File: config.mk
export PLATFORM = sky130hd
export DESIGN_NAME = pipe_ctrl_unit
export DESIGN_NICKNAME = d
export VERILOG_FILES = /design/src/rtl/pipe_ctrl_unit.sv
export SDC_FILE = /design/constraint.sdc
export NUM_CORES = 1
export LEC_CHECK = 0
export ABC_AREA = 0
export CAP_MARGIN = 5
export CORE_MARGIN = 2
export CORE_UTILIZATION = 46
export DETAILED_ROUTE_END_ITERATION = 10
export PLACE_DENSITY_LB_ADDON = 0.05
export SETUP_SLACK_MARGIN = 0.15
export SYNTH_ARGS = -nofsm -noshare
export SYNTH_HDL_FRONTEND = slang
export SYNTH_SLANG_ARGS = --single-unit
export TNS_END_PERCENT = 30
File: constraint.sdc
create_clock -name clk_i -period 2.55 [get_ports clk_i]
set_input_delay 0.6375 -clock clk_i [delete_from_list [all_inputs] [get_ports clk_i]]
set_output_delay 0.6375 -clock clk_i [all_outputs]
set_load 0.02 [all_outputs]
File: src/rtl/pipe_ctrl_unit.sv
// pipe_ctrl_unit
//   Pipelined control unit. Decodes the RV opcode of the instruction in ID and
//   carries its control bundle through the ID/EX, EX/MEM and MEM/WB registers.
//   It detects load-use hazards and applies the external stall and flush.
//   Every stage output is a field of that stage's register, so a bundle
//   appears at EX one cycle after decode, at MEM after two and at WB after three.
//
// Ports
//   clk_i, rst_i             clock (rising edge), synchronous reset (active high)
//   instr_op_i               opcode of the instruction in ID
//   rs1_i, rs2_i, rd_i       register indices of the instruction in ID
//   stall_i                  freezes all three stage registers
//   flush_i                  replaces the ID instruction with a bubble
//   hold_if_o                load-use hazard: hold PC and IF/ID (combinational)
//   ex_*                     ALU/branch controls, illegal flag and rd held in ID/EX
//   mem_*                    memory read/write strobes held in EX/MEM
//   wb_*                     write-back controls and rd held in MEM/WB
module pipe_ctrl_unit #(
  parameter int REG_AW     = 5,
  parameter bit EN_EXT_OPS = 1'b1
) (
  input  logic              clk_i,
  input  logic              rst_i,
  input  logic [6:0]        instr_op_i,
  input  logic [REG_AW-1:0] rs1_i,
  input  logic [REG_AW-1:0] rs2_i,
  input  logic [REG_AW-1:0] rd_i,
  input  logic              stall_i,
  input  logic              flush_i,
  output logic              hold_if_o,
  output logic [1:0]        ex_ALU_op_o,
  output logic              ex_ALUSrc_o,
  output logic              ex_PCSrcA_o,
  output logic              ex_Branch_o,
  output logic              ex_Jump_o,
  output logic              ex_JumpReg_o,
  output logic              ex_illegal_o,
  output logic [REG_AW-1:0] ex_rd_o,
  output logic              mem_MemRead_o,
  output logic              mem_MemWrite_o,
  output logic              wb_RegWrite_o,
  output logic              wb_MemtoReg_o,
  output logic              wb_Link_o,
  output logic [REG_AW-1:0] wb_rd_o
);

  typedef enum logic [6:0] {
    OP_LOAD  = 7'b0000011,
    OP_OPIMM = 7'b0010011,
    OP_STORE = 7'b0100011,
    OP_REG   = 7'b0110011,
    OP_BRANCH = 7'b1100011,
    OP_JAL   = 7'b1101111,
    OP_JALR  = 7'b1100111,
    OP_LUI   = 7'b0110111,
    OP_AUIPC = 7'b0010111
  } opcodeT;

  localparam logic [1:0] ALU_ADD   = 2'b00;
  localparam logic [1:0] ALU_SUB   = 2'b01;
  localparam logic [1:0] ALU_FUNCT = 2'b10;
  localparam logic [1:0] ALU_PASSB = 2'b11;

  // One record per stage; an all-zero record is the bubble.
  typedef struct packed {
    logic [1:0]        aluOp;
    logic              aluSrc;
    logic              pcSrcA;
    logic              branch;
    logic              jump;
    logic              jumpReg;
    logic              regWrite;
    logic              memRead;
    logic              memWrite;
    logic              memtoReg;
    logic              link;
    logic              illegal;
    logic [REG_AW-1:0] rd;
  } stageT;

  stageT dec;
  stageT idEx, exMem, memWb;
  logic  usesRs1, usesRs2;
  logic  hazard;

  // ---------------------------------------------------------------- decode
  always_comb begin
    // NOTE: every field gets a default before the case, so opcodes that set
    // only some controls cannot leave the rest holding a value (no latch).
    dec     = '0;
    usesRs1 = 1'b0;
    usesRs2 = 1'b0;
    case (instr_op_i)
      OP_LOAD: begin
        dec.aluSrc = 1'b1; dec.regWrite = 1'b1; dec.memRead = 1'b1;
        dec.memtoReg = 1'b1; usesRs1 = 1'b1;
      end
      OP_OPIMM: begin
        dec.aluSrc = 1'b1; dec.regWrite = 1'b1; usesRs1 = 1'b1;
      end
      OP_STORE: begin
        dec.aluSrc = 1'b1; dec.memWrite = 1'b1;
        usesRs1 = 1'b1; usesRs2 = 1'b1;
      end
      OP_REG: begin
        dec.aluOp = ALU_FUNCT; dec.regWrite = 1'b1;
        usesRs1 = 1'b1; usesRs2 = 1'b1;
      end
      OP_BRANCH: begin
        dec.aluOp = ALU_SUB; dec.branch = 1'b1;
        usesRs1 = 1'b1; usesRs2 = 1'b1;
      end
      OP_JAL, OP_JALR, OP_LUI, OP_AUIPC: begin
        if (EN_EXT_OPS) begin
          case (instr_op_i)
            OP_JAL: begin
              dec.jump = 1'b1; dec.regWrite = 1'b1; dec.link = 1'b1;
            end
            OP_JALR: begin
              dec.aluSrc = 1'b1; dec.jump = 1'b1; dec.jumpReg = 1'b1;
              dec.regWrite = 1'b1; dec.link = 1'b1; usesRs1 = 1'b1;
            end
            OP_LUI: begin
              dec.aluOp = ALU_PASSB; dec.aluSrc = 1'b1; dec.regWrite = 1'b1;
            end
            default: begin // AUIPC
              dec.aluOp = ALU_ADD; dec.aluSrc = 1'b1; dec.pcSrcA = 1'b1;
              dec.regWrite = 1'b1;
            end
          endcase
        end else begin
          dec.illegal = 1'b1;
        end
      end
      default: dec.illegal = 1'b1;
    endcase
    dec.rd = rd_i;
  end

  // ------------------------------------------------------- load-use hazard
  // A load in EX cannot forward its data to the ID instruction in time.
  assign hazard = idEx.memRead && (idEx.rd != '0) &&
                  ((usesRs1 && (rs1_i == idEx.rd)) ||
                   (usesRs2 && (rs2_i == idEx.rd)));
  assign hold_if_o = hazard;

  // ------------------------------------------------------- stage registers
  always_ff @(posedge clk_i) begin
    // NOTE: the stage records are ordinary flops, so reset clears every one of
    // them and any in-flight bundle is discarded rather than left to drain.
    if (rst_i) begin
      idEx  <= '0;
      exMem <= '0;
      memWb <= '0;
    end else if (!stall_i) begin
      // NOTE: non-blocking, so each stage takes the value its predecessor held
      // before this edge and the three registers shift together.
      exMem <= idEx;
      memWb <= exMem;
      idEx  <= (flush_i || hazard) ? '0 : dec;
    end
  end

  // --------------------------------------------------------------- outputs
  assign ex_ALU_op_o    = idEx.aluOp;
  assign ex_ALUSrc_o    = idEx.aluSrc;
  assign ex_PCSrcA_o    = idEx.pcSrcA;
  assign ex_Branch_o    = idEx.branch;
  assign ex_Jump_o      = idEx.jump;
  assign ex_JumpReg_o   = idEx.jumpReg;
  assign ex_illegal_o   = idEx.illegal;
  assign ex_rd_o        = idEx.rd;
  assign mem_MemRead_o  = exMem.memRead;
  assign mem_MemWrite_o = exMem.memWrite;
  assign wb_RegWrite_o  = memWb.regWrite;
  assign wb_MemtoReg_o  = memWb.memtoReg;
  assign wb_Link_o      = memWb.link;
  assign wb_rd_o        = memWb.rd;

endmodule

==> summary.txt, run 1 <==
outcome = finished clean
antenna violations before repair = 0
ant diodes = 0
Final GP Congestion = 0.939
CP Data Arrival Time = 1.71 ns
Die Ht = 63.2 µm
sequential fraction of the synthesis area = 41.0%
final wirelength = 3.79 mm
cells after synthesis = 178
TritonCTS clock tree = yes
Cell variety after synth = 33
Peak VDD IR = 0.232 mV
drt via density = 5.02
clk sinks = 33
endpoint class of the critical path = primary output
gr ovfl total = 0
nets@finish = 259
unrepaired setup endpoints after global routing = true
reg2reg start = ex_rd_o[1]
DR iter-0 viols = 82
pwr/cell area = 429 mW/mm²
Vias = 1400
detailed placement HPWL = 2.88 mm
worst reg2reg endpoint = ex_rd_o[2]
CTS Buffer Depth = 2
critical path startpoint = instr_op_i[6]
worst endpoint required time = 1.91 ns
placed cell area = 0.00214 mm²
CTS root buf = clkbuf_4
total CTS buffers = 5
slew margin rel. = 80.1%
CP startpoint kind = input port
die width = 63.2 µm
# IOs = 50
number of remaining DRC errors = 0
Final ANT Viol Nets = 0
cell row count = 21
Pleak = 0.955 nW
Post-CTS Hold Buffers = 0
area grow syn2layout = 42.3%
Clock transition at path regs = 0.09 ns
gr usage total = 21.7%
WHS Path Cells = 2
commonest non-fill, non-tap cells in the layout = 31 x nand2_1, 31 x dfxtp_1, 31 x clkdlybuf4s50_1
endpoints failing setup = 0
PnR worst setup slack = 0.198 ns
input/output buffers = 49
vias in the first global route = 1431
Setup TNS = 0 ns
CP Max Fanout = 4
max frequency = 425 MHz
Starting Density = 48.3%
Final min period = 2.35 ns
skew final = 0.0115 ns
Final period util = 92.2%
H-tree lvl count = 2
Fin Hold WS = 0.445 ns
die area = 0.00399 mm²
syn_nets = 204
critical path type = in2out
Setup crit end = hold_if_o
r2r setup slk = 0.72 ns
Max Cap Viol = 0
Routed wire per std cell = 13.6 µm
Post-Place Setup Slack = -0.688 ns
post-synthesis cell area = 0.00161 mm²
synth warn = 0
Clk Latency, worst-skew pair = 0.35 ns
Worst Max-Slew Pin Slew = 0.298 ns
power after layout = 0.984 mW
first-pass GRT wire length = 6.67 mm
Post-Layout Inst Area = 0.00229 mm²
largest net degree at the start of global routing = 18
Synth Register Bits = 33
Fin. Hold Viols = 0
core area = 0.00334 mm²
DRT Pass-1 Iters = 4
Mean Syn Cell Area = 9.05 µm²
share of layout cells above drive strength 1 = 24.5%
hold crit path type = reg2reg
FF-to-FF path depth = 8
Max Slew Vio Count = 0
==> critical path: stages <==
cell,delay (ns)
dlygate4sd2_1,0.29
a2111oi_4,0.32
nand4_2,0.15
a21oi_4,0.17
buf_6,0.13
==> routing by layer <==
metal	wire, µm	share of wire (%)	GRT usage (%)	up-vias
met2	1850	49	35.6	41
met3	210	5.5	6.61	9
li1	-	-	-	699
met5	0	0	0	-
met4	89	2.3	10.0	0
met1	1640	43	25.8	651
==> synthesized netlist by cell type <==
master | number | area share (%)
inv_1 | 3 | 0.70
or2_1 | 1 | 0.39
o21ai_1 | 5 | 1.6
o21ai_0 | 3 | 0.93
nor2b_1 | 2 | 0.78
nor3_4 | 1 | 1.0
mux2i_1 | 17 | 11
nor3_2 | 1 | 0.62
a211oi_1 | 1 | 0.47
a22oi_1 | 1 | 0.47
a22o_1 | 1 | 0.54
or4_1 | 1 | 0.47
nand4_2 | 1 | 0.78
clkbuf_1 | 3 | 0.70
buf_2 | 7 | 2.2
dfxtp_1 | 33 | 41
a2111oi_4 | 1 | 1.7
o21ai_2 | 10 | 5.4
nand2_1 | 31 | 7.2
a21oi_4 | 1 | 1.0
xnor2_1 | 4 | 2.2
nor4_1 | 1 | 0.39
buf_4 | 7 | 3.3
nand3_1 | 2 | 0.62
nand3b_1 | 1 | 0.47
a21oi_1 | 1 | 0.31
buf_12 | 1 | 1.2
xor2_1 | 6 | 3.3
nand4_1 | 5 | 1.9
nand3b_4 | 1 | 1.2
nor2_1 | 23 | 5.4
and2b_4 | 1 | 0.62
a41oi_1 | 1 | 0.54
==> per-stage QoR <==
stage / cells / utilization [%]
2_1_floorplan: 178 / -
3_3_place_gp: 269 / 64.3
3_5_place_dp: 269 / 64.3
4_1_cts: 277 / 66.3
5_1_grt: 279 / 68.7
6_report: 279 / 68.7
==> flip-flops by register name, indices dropped and copies added (netlist names), 2 cells and up <==
| name | count |
|---|---|
| exMem | 7 |
| ex_ALU_op_o | 2 |
| ex_rd_o | 5 |
| wb_rd_o | 5 |
| idEx | 3 |
==> report_power, final <==
| group | internal (mW) | leakage [nW] | total (mW) | switching [mW] |
|---|---|---|---|---|
| registers | 0.521 | 0.268 | 0.529 | 0.00848 |
| clock network | 0.130 | 0.0314 | 0.299 | 0.169 |
| logic | 0.0796 | 0.655 | 0.156 | 0.0763 |
| total | 0.730 | 0.955 | 0.984 | 0.253 |
==> worst min-delay path by stage <==
| stage | startpoint | end | slack (ns) |
|---|---|---|---|
| finish | ex_illegal_o | ex_illegal_o | 0.44 |
| floorplan | idEx[8] | idEx[8] | 0.42 |
| global route | ex_PCSrcA_o | ex_PCSrcA_o | 0.47 |
| detailed placement | ex_PCSrcA_o | ex_PCSrcA_o | 0.43 |
| CTS | ex_PCSrcA_o | ex_PCSrcA_o | 0.45 |
| global placement | ex_PCSrcA_o | ex_PCSrcA_o | 0.43 |
==> cell type report <==
cell class | count | area, µm²
sequential | 33 | 668
timing repair buffer | 66 | 604
multi-input combinational | 124 | 895
clock buffer | 7 | 55.1
fill | 281 | 1050
inverter | 3 | 11.3
tap | 46 | 57.6
==> what timing repair did <==
| action | 4_1_cts | 5_1_grt |
|---|---|---|
| gates resized for setup | 30 | 30 |
| setup endpoints to repair | 1 | 1 |
| pin swaps | 8 | 10 |
| buffers inserted | 1 | 2 |
| hold endpoints to repair | 0 | 0 |
==> logic make-up after synthesis <==
logic type,Yosys count,synth area share (%)
and+or+nand+nor,72,21.9
DFF,33,41.0
AOI/OAI and AO/OA,25,13.0
buffers and inverters,21,8.08
muxes,17,10.6
xor gates and xnor gates,10,5.44
Power figures use the tool's default switching activity.
==> run 2, diff against run 1 <==
--- a/config.mk
+++ b/config.mk
@@ -9,10 +9,11 @@
 export CAP_MARGIN = 5
 export CORE_MARGIN = 2
 export CORE_UTILIZATION = 46
+export CTS_CLUSTER_SIZE = 10
 export DETAILED_ROUTE_END_ITERATION = 10
 export PLACE_DENSITY_LB_ADDON = 0.05
 export SETUP_SLACK_MARGIN = 0.15
 export SYNTH_ARGS = -nofsm -noshare
 export SYNTH_HDL_FRONTEND = slang
 export SYNTH_SLANG_ARGS = --single-unit
-export TNS_END_PERCENT = 30
+export TNS_END_PERCENT = 5
==> results of run 2 <==
Final layout, timing and power as in run 1 (identical DEF).
==> run 3, diff against run 2 <==
--- a/config.mk
+++ b/config.mk
@@ -5,9 +5,8 @@
 export SDC_FILE = /design/constraint.sdc
 export NUM_CORES = 1
 export LEC_CHECK = 0
-export ABC_AREA = 0
 export CAP_MARGIN = 5
-export CORE_MARGIN = 2
+export CORE_MARGIN = 4
 export CORE_UTILIZATION = 46
 export CTS_CLUSTER_SIZE = 10
 export DETAILED_ROUTE_END_ITERATION = 10
==> summary.txt, run 3 (synthesis gave the netlist of run 1 again) <==
Vias = 1394 (-0.43%)
outcome = finished clean
# IOs = 50 (unchanged)
most common cell after layout, fill and taps aside = dfxtp_1
unrepaired setup endpoints after global routing = true
gr ovfl total = 0 (unchanged)
Top Family by Delay on Critical Path = compound AO/OA/AOI/OAI gates
power after layout = 1.09 mW (+11%)
clk sinks = 33 (unchanged)
die area = 0.00451 mm² (+13%)
max reg flops = 7 (unchanged)
CP startpoint kind = input port
H-tree lvl count = 2 (unchanged)
Setup TNS = 0 ns (unchanged)
Max Slew Vio Count = 0 (unchanged)
Final period util = 92.3% (about the same)
TritonCTS clock tree = yes
Pleak = 0.956 nW (about the same)
drt via density = 5.01 (about the same)
Final min period = 2.35 ns (+0.00165 ns)
hold crit path type = reg2reg
final wirelength = 3.87 mm (+2.1%)
antenna violations before repair = 0 (unchanged)
skew final = 0.00859 ns (-0.00293 ns)
Fin. Hold Viols = 0 (unchanged)
critical path type = in2out
critical path startpoint = instr_op_i[4]
DR iter-0 viols = 54 (-34%)
total CTS buffers = 5 (unchanged)
Biggest register = exMem
cell row count = 21 (unchanged)
die width = 67.2 µm (+6.3%)
ant diodes = 0 (unchanged)
first-pass GRT wire length = 6.37 mm (-4.5%)
Final ANT Viol Nets = 0 (unchanged)
CP Depth = 5 (unchanged)
DRT Pass-1 Iters = 4 (unchanged)
max frequency = 425 MHz (about the same)
Final GP Congestion = 0.850 (-9.5%)
CP Data Arrival Time = 1.72 ns (about the same)
Fill cells = 309 (+10%)
reg2reg start = ex_rd_o[3]
slew margin rel. = 77.9% (-2.2 points)
Peak VDD IR = 0.253 mV (+9.1%)
Post-CTS Setup Bufs = 0 (-1)
Post-CTS Hold Buffers = 0 (unchanged)
Clock transition at path regs = 0.10 ns (about the same)
CTS root buf = clkbuf_4
input/output buffers = 49 (unchanged)
r2r setup slk = 0.89 ns (+0.17 ns)
detailed placement HPWL = 3.06 mm (+6.4%)
FF-to-FF path depth = 6 (-2)
worst endpoint required time = 1.91 ns (about the same)
gr usage total = 19.1% (-2.6 points)
Max Cap Viol = 0 (unchanged)
Starting Density = 47.9% (-0.38 points)
CP Max Fanout = 3 (-1)
commonest non-fill, non-tap cells in the layout = 32 x dfxtp_1, 31 x nand2_1, 31 x clkdlybuf4s50_1
worst reg2reg endpoint = ex_rd_o[3]
endpoints failing setup = 0 (unchanged)
largest net degree at the start of global routing = 15 (-3)
Util after Layout = 67.3% (-1.3 points)
pwr/cell area = 483 mW/mm² (+12%)
Worst Max-Slew Pin Slew = 0.330 ns (+0.0324 ns)
Die Ht = 67.2 µm (+6.3%)
core area = 0.00336 mm² (+0.79%)
crit-path cells = clkdlybuf4s15_2 > a2111oi_4 > nand4_2 > a21oi_4 > buf_6
Clk Latency, worst-skew pair = 0.33 ns (-0.02 ns)
nets@finish = 257 (-0.77%)
area grow syn2layout = 40.6%
Routed wire per std cell = 13.9 µm (+2.5%)
number of remaining DRC errors = 0 (unchanged)
endpoint class of the critical path = primary output
CP max stage delay = 0.38 ns (+0.06 ns)
share of layout cells above drive strength 1 = 24.1% (-0.33 points)
CP Buf/Inv Count = 2 (unchanged)
vias in the first global route = 1414 (-1.2%)
Crit-path slowest cell = a2111oi_4
CTS Buffer Depth = 2 (unchanged)
Setup crit end = hold_if_o
[run 3: cell types whose count changed in the layout (fill, tap and decap cells not counted), moves of 2 or more]
cell | previous run | this run
buf_4 | 17 | 15
xor2_4 | 2 | 0
dlygate4sd2_1 | 6 | 3
dfxtp_4 | 2 | 0
[run 3: final cells by class]
| cell class | count | area [µm²] | share of cell area, % |
|---|---|---|---|
| repair buffers | 64 | 581 | 25.6 |
| multi-input cells | 124 | 865 | 38.2 |
| flip-flops and latches | 33 | 662 | 29.2 |
| clock buffers | 6 | 51.3 | 2.27 |
| well taps | 46 | 57.6 | 2.54 |
| inverters | 3 | 11.3 | 0.497 |
| clock inverters | 2 | 37.5 | 1.66 |
[run 3: how the worst min path moves through the flow]
stage            startpoint           end  slack (ns)  cells after the start
5_1_grt        ex_illegal_o  ex_illegal_o        0.47                      2
4_1_cts         ex_PCSrcA_o   ex_PCSrcA_o        0.46                      2
6_report        ex_PCSrcA_o   ex_PCSrcA_o        0.45                      2
3_3_place_gp    ex_PCSrcA_o   ex_PCSrcA_o        0.43                      2
2_1_floorplan       idEx[8]       idEx[8]        0.42                      2
3_5_place_dp   ex_JumpReg_o  ex_JumpReg_o        0.44                      2
[run 3: worst reg2reg max path: stages, from the launching register on]
cell     delay, ns
dfxtp_2       0.38
xor2_2        0.20
nor4_4        0.24
nand4_1       0.17
a21oi_4       0.20
buf_4         0.27
o21ai_1       0.10
[run 3: power by group]
part | internal [mW] | total [mW] | switching [mW]
logic | 0.0762 | 0.151 | 0.0747
registers | 0.522 | 0.530 | 0.00724
clock network | 0.233 | 0.413 | 0.180
total | 0.832 | 1.09 | 0.262
[run 3: metal layers]
metal,up-vias,wire [µm],share of wire (%),GRT usage [%]
met5,-,0,0,0
met4,0,35,0.90,6.84
met3,6,159,4.1,3.99
met2,35,1970,51,32.8
met1,656,1710,44,23.4
li1,697,-,-,-
[run 3: metrics by stage]
stage                     instance area (µm²)  setup WS (ns)  std cells  hold slack (ns)
after floorplan                          1610          0.256        178            0.425
after global placement                   2150         -0.661        270            0.432
after detailed placement                 2150         -0.713        270            0.440
after CTS                                2250          0.155        278            0.461
after global routing                     2260          0.138        278            0.470
final                                    2260          0.197        278            0.452
[run 3: timing repair]
action	4_1_cts	5_1_grt
endpoints found under the hold margin	0	0
setup endpoints to repair	1	1
pin swaps	6	8
resized for setup	36	16
